$ cat src/rtl/seletor_mapa_gen.sv
// Map selector: browse a table of preset maps, preview with optional mirroring,
// and commit the preview into a locked game map until unlocked.
module seletor_mapa_gen #(
    parameter int unsigned LINHAS    = 5,
    parameter int unsigned COLUNAS   = 7,
    parameter int unsigned NUM_MAPAS = 8,
    parameter logic [NUM_MAPAS*LINHAS*COLUNAS-1:0] MAPAS_INIT = '0,
    localparam int unsigned MAP_W = LINHAS * COLUNAS,
    localparam int unsigned IDX_W = (NUM_MAPAS > 1) ? $clog2(NUM_MAPAS) : 1,
    localparam int unsigned CNT_W = $clog2(MAP_W + 1)
) (
    input  logic             clk,
    input  logic             rst_n,
    input  logic             enable,
    input  logic             btn_prox,
    input  logic             btn_ant,
    input  logic             confirmar,
    input  logic             desbloquear,
    input  logic             espelhar,
    output logic [IDX_W-1:0] indice,
    output logic [MAP_W-1:0] mapa_temp,
    output logic [MAP_W-1:0] mapa,
    output logic [CNT_W-1:0] celulas,
    output logic             travado,
    output logic             pronto
);

    typedef enum logic {
        ESCOLHA = 1'b0,
        TRAVADO = 1'b1
    } state_t;

    localparam logic [IDX_W-1:0] IDX_MAX = IDX_W'(NUM_MAPAS - 1);

    state_t           state, state_next;
    logic [IDX_W-1:0] indice_next;
    logic [MAP_W-1:0] mapa_next;
    logic             pronto_next;

    logic hist_prox, hist_ant, hist_conf, hist_desb;
    logic ev_prox, ev_ant, ev_conf, ev_desb;
    logic [MAP_W-1:0] preset;

    // Histories reset high so inputs held through reset never produce an event.
    assign ev_prox = btn_prox    & ~hist_prox;
    assign ev_ant  = btn_ant     & ~hist_ant;
    assign ev_conf = confirmar   & ~hist_conf;
    assign ev_desb = desbloquear & ~hist_desb;

    // Preview: select the browsed preset and mirror each row on request.
    always_comb begin
        preset    = MAPAS_INIT[32'(indice) * MAP_W +: MAP_W];
        mapa_temp = '0;
        for (int unsigned r = 0; r < LINHAS; r++) begin
            for (int unsigned c = 0; c < COLUNAS; c++) begin
                mapa_temp[r*COLUNAS + c] = espelhar ? preset[r*COLUNAS + (COLUNAS - 1 - c)]
                                                    : preset[r*COLUNAS + c];
            end
        end
    end

    always_comb begin
        celulas = '0;
        for (int unsigned i = 0; i < MAP_W; i++) begin
            celulas = celulas + CNT_W'(mapa_temp[i]);
        end
    end

    always_comb begin
        state_next  = state;
        indice_next = indice;
        mapa_next   = mapa;
        pronto_next = 1'b0;
        case (state)
            ESCOLHA: begin
                if (ev_prox && !ev_ant) begin
                    indice_next = (indice == IDX_MAX) ? '0 : indice + IDX_W'(1);
                end else if (ev_ant && !ev_prox) begin
                    indice_next = (indice == '0) ? IDX_MAX : indice - IDX_W'(1);
                end
                // The commit captures the preview seen before this edge.
                if (ev_conf && enable) begin
                    mapa_next   = mapa_temp;
                    pronto_next = 1'b1;
                    state_next  = TRAVADO;
                end
            end
            TRAVADO: begin
                if (ev_desb) begin
                    state_next = ESCOLHA;
                end
            end
        endcase
    end

    always_ff @(posedge clk or negedge rst_n) begin
        if (!rst_n) begin
            state     <= ESCOLHA;
            indice    <= '0;
            mapa      <= '0;
            pronto    <= 1'b0;
            hist_prox <= 1'b1;
            hist_ant  <= 1'b1;
            hist_conf <= 1'b1;
            hist_desb <= 1'b1;
        end else begin
            state     <= state_next;
            indice    <= indice_next;
            mapa      <= mapa_next;
            pronto    <= pronto_next;
            hist_prox <= btn_prox;
            hist_ant  <= btn_ant;
            hist_conf <= confirmar;
            hist_desb <= desbloquear;
        end
    end

    assign travado = (state == TRAVADO);

endmodule

$ cat config.mk
export PLATFORM = sky130hd
export DESIGN_NAME = seletor_mapa_gen
export DESIGN_NICKNAME = d
export VERILOG_FILES = /design/src/rtl/seletor_mapa_gen.sv
export SDC_FILE = /design/constraint.sdc
export NUM_CORES = 1
export LEC_CHECK = 0
export BUFFER_PORTS_ARGS = -buffer_cell sky130_fd_sc_hd__buf_2
export CAP_MARGIN = 5
export CORE_UTILIZATION = 37
export CTS_BUF_LIST = sky130_fd_sc_hd__clkbuf_16
export CTS_CLUSTER_DIAMETER = 80
export DETAILED_ROUTE_END_ITERATION = 8
export PLACE_DENSITY = 0.8
export SLEW_MARGIN = 30
export SYNTH_ARGS = -nofsm -noshare
export SYNTH_HDL_FRONTEND = slang
export SYNTH_SLANG_ARGS = --single-unit
$ cat constraint.sdc
create_clock -name clk -period 1.63 [get_ports clk]
set_input_delay 0 -clock clk [delete_from_list [all_inputs] [get_ports clk]]
set_output_delay 0 -clock clk [all_outputs]
set_load 0.03 [all_outputs]
## Word-level counts from Yosys, hierarchy flattened

Index checks and enable logic that the tools add are counted.

| operators by class | value |
|---|---|
| multiplexer cells | 38 |
| reduce and logical (&&, ||, !) cells | 9 |
| multiply operators | 1 |
| eq/ne operators | 1 |
| shift-type cells | 1 |
| $add $sub $neg | 36 |
| bitwise operators | 9 |

Operators by type and width:

| kind | number |
|---|---|
| variable part select 280 x 10 -> 35 bit (first input constant) | 1 |
| adder 6 x 1 -> 6 bit | 29 |
| two-way mux 1 bit | 33 |
| two-way mux 3 bit | 4 |
| multiplier 3 x 6 -> 9 bit (second input constant) | 1 |
| adder 5 x 1 -> 6 bit | 1 |
| adder 4 x 1 -> 5 bit | 1 |
| NOT 1 bit | 5 |
| adder 3 x 1 -> 4 bit | 1 |
| bitwise AND 1 bit | 4 |
| AND reduction 2 bit | 2 |
| adder 2 x 1 -> 3 bit | 1 |
| adder 3 x 1 -> 3 bit (second input constant) | 1 |
| == test 3 bit (second input constant) | 1 |
| logical AND 1 bit | 3 |
| logical NOT 3 bit | 1 |
| subtractor 3 x 1 -> 3 bit (second input constant) | 1 |
| adder 1 x 1 -> 2 bit | 1 |
| logical NOT 1 bit | 2 |
| one-hot mux 1 bit (2 select lines) | 1 |
| nonzero test 2 bit | 1 |

| storage, ports and cells | value |
|---|---|
| flip-flop bits (word level) | 44 |
| word-level logic and storage cells | 103 |

## Logic depth before layout (Yosys ltp)

| depth | value |
|---|---|
| word-level depth | 37 |
| gate-level depth with buffers | 6 |

## Worst setup path before layout

Ideal clock, no wire load.

| timing | value |
|---|---|
| kind | register to register |
| from | register indice[0] |
| to | register indice[2] |
| period minus slack after synthesis | 1.437 ns |
| library setup time | 0.083 ns |
| cell stages (with the launch flop) | 7 |
| path slack | 0.193 ns |
| data required time | 1.547 ns |
| arrival | 1.354 ns |
| path through | dfrtp_1 > inv_1 > ha_1 > ha_1 > nor2_1 > a21oi_1 > o21ai_0 |

| on the way | value |
|---|---|
| cells in the longest elaborated chain, start to end | 4 |

RTL lines:

| item | line | text |
|---|---|---|
| start: declaration | 20 | `output logic [IDX_W-1:0] indice,` |
| start signal: assignment | 108 | `indice <= indice_next;` |
| subtractor 3 x 1 -> 3 bit or logical NOT 3 bit (tied branches) | 79 | `indice_next = (indice == '0) ? IDX_MAX : indice - IDX_W'(1);` |
| two-way mux 3 bit | 79 |  |
| two-way mux 3 bit | 78 | `end else if (ev_ant && !ev_prox) begin` |
| two-way mux 3 bit (*) | 76 | `if (ev_prox && !ev_ant) begin` |

Every way passes the cells marked *; elsewhere a longest branch is shown, timed or not. The select of a mux whose other input is x is not followed.
A chain may end at the register's enable or synchronous reset.

## Final worst setup path

| timing | value |
|---|---|
| from | input port btn_prox |
| to | register indice[0] |

| on the way | value |
|---|---|
| cells in the longest elaborated chain, start to end | 5 |

RTL lines:

| item | line | text |
|---|---|---|
| start: declaration | 15 | `input logic btn_prox,` |
| bitwise AND 1 bit (*) | 45 | `assign ev_prox = btn_prox & ~hist_prox;` |
| logical NOT 1 bit | 78 |  |
| logical AND 1 bit | 78 |  |
| nonzero test 2 bit (no source line) | -- |  |
| AND reduction 2 bit (no source line) | -- |  |

Every way passes the cells marked *; elsewhere a longest branch is shown, timed or not.

==> out/results.tsv <==
metric	value	unit
drtIter0Drc	3	
fin_crit_sh	91.9	%
synth_area_leaders	buf_4, dfrtp_1, dfstp_2	
top_layer	met4	
fillers	273	
status	finished clean	
ys_ff_latch	9	
die_w	53.6	um
synth.top_cell.area_share	57.9	%
coreArea	0.00250	sq mm
portBuffers	11	
critPathLaunchType	input pin	
num_vias	512	
overflow	0	
syn2layout_area_growth	-6.73	%
crit_fanout	5	
grt_pass1_vias	377	
ir_drop	0.000744	V
multi_input_area	454	sq um
finish.utilization	36.7	%
p_sw	0.592	mW
cts_resized	0	
period_needed	1500	ps
pwr-share-clk	32.4	%
finalSetupTns	0	ps
antenna_cells	0	
fin_nets	146	
rsz0062_at_grt	no	
max_freq	667	MHz
rows	18	
seqPwrFrac	24.8	%
setup_violations	0	
hold_violations	0	
syn-instance-count	113	
clk_pin_slew_worst_paths	40	ps
io_pins	89	
clockBufferDepth	2	
drc	0	
layout-drive-gt1-share	15.9	%
final_cell_area	918	sq um
power_leakage	0.554	nW
switching_share	44.8	%
met3_wirelength	103	um
cts_tree	yes	
whs	21.8	ps
avgViaCountPerCell	3.16	
power_density	1440	mW/mm^2
antenna_found_initial	0	
cap_violations	0	
start_util	39.4	%
cts_sinks	9	
wl	1.10	mm
yosysSeqAreaShare	23.4	%
dieHeight	53.6	um
finalMaxSlewViolations	0	
wl_per_cell	6.76	um
ant_nets	0	
die_area	0.00287	sq mm
cp_data_arrival_time	1610	ps
syn-cell-area	985	sq um
crit_path_end_kind	flip-flop	
cts_root_buf	clkbuf_16	
htree_levels	1	
yosys.area.top_type	buf_4	
placed_area	788	sq um
place_congestion	0.678	
path_class	in2reg	
grt_pass1_wl	1.48	mm
p_int	0.730	mW
ys_types	18	
wl_met1	392	um
clock_skew	0.569	ps
first_pass_iters	3	
dp_hpwl	917	um
avgSynthCellArea	8.71	sq um
track_usage	7.87	%
cts_buffers	3	
grt_max_degree	10	
hold_class	in2reg	
yosysWarningCount	0	
seqCellArea	230	sq um
comb_power_share	42.8	%
wl_met2	587	um
cp.required	1740	ps
clk_latency	230	ps
-- flip-flops by register name (all words and copies together) (netlist names) --
register / cells
indice: 3
hist_conf: 1
travado: 1
hist_prox: 1
hist_ant: 1
pronto: 1
hist_desb: 1
-- critical path, stage by stage --
cell           delay (ps)
dlygate4sd3_1         530
buf_2                 130
nor2b_1               120
ha_1                  330
or2_4                 270
a21oi_1               150
o21ai_1                80
-- cell usage in the layout (no fill, tap or decap), types with 3 or more instances in the layout --
cell type and instances:
dfstp_2 4, buf_2 11, a21oi_1 3, inv_1 3, dlygate4sd3_1 5, conb_1 76, nand2_1 3, ha_1 5
dfrtp_1 5, clkbuf_16 3
-- cell type report --
class                   count  share of cell area [%]
clock inverters             1                   0.545
repair buffers             16                    11.4
flip-flops and latches      9                    25.1
clock buffers               3                    8.17
well taps                  30                    4.09
inverters                   3                    1.23
multi-input cells         100                    49.5
-- metal layers --
layer	up-vias	global-route usage [%]
met5	-	0
met4	0	5.70
met3	2	4.24
met2	41	12.7
li1	236	-
met1	233	7.57
-- path summary, 6_finish.rpt --
path | start | slack (ps) | cells past startpoint | to
worst max-delay path | btn_prox | 130 | 7 | indice[0]
worst min-delay path | enable | 20 | 3 | pronto
worst max register to register | hist_prox | 140 | 5 | indice[0]
worst min register to register | indice[2] | 540 | 2 | indice[2]
max in group asynchronous | rst_n | 1230 | 2 | hist_desb
min in group asynchronous | rst_n | 150 | 2 | indice[0]
-- synth_stat cells, drive strengths merged --
cell	instances
nor4	1
inv	3
a21oi	3
nand2b	2
dfstp	4
dfrtp	5
o21ai	3
nand2	3
conb	1
a21o	1
xor2	1
nor2b	1
or2	1
nor3	2
buf	76
nor2	1
ha	5
-- power by group through the flow --
stage | Clock [mW] | Sequential, mW | Combinational [mW]
2_1_floorplan | 0 | 0.403 | 0.524
3_3_place_gp | 0 | 0.326 | 0.532
3_5_place_dp | 0 | 0.330 | 0.552
4_1_cts | 0.442 | 0.328 | 0.568
5_1_grt | 0.450 | 0.335 | 0.630
6_report | 0.429 | 0.327 | 0.566
-- metrics by stage --
step | power [mW] | worst slack [ps] | std cells
after global placement | 0.859 | 200 | 153
after global routing | 1.42 | 48.5 | 162
after CTS | 1.34 | 132 | 162
final | 1.32 | 131 | 162
after floorplan | 0.927 | 193 | 188
after detailed placement | 0.883 | 150 | 153
-- logic make-up (layout without fill, tap and decap cells) --
group | Yosys count | in the layout | synth area share [%]
AOI/OAI and AO/OA | 7 | 7 | 3.94
xor gates and xnor gates | 1 | 1 | 0.890
adders and majority gates | 5 | 5 | 6.35
buffers and inverters | 79 | 23 | 59.1
DFF | 9 | 9 | 23.4
other | 1 | 76 | 0.381
and+or+nand+nor | 11 | 11 | 5.97
-- repair_timing --
action                                 CTS  global route
buffers inserted                         0             0
endpoints found under the hold margin   13             0
hold buffers                             5             0
(Power assumes the default switching activity.)
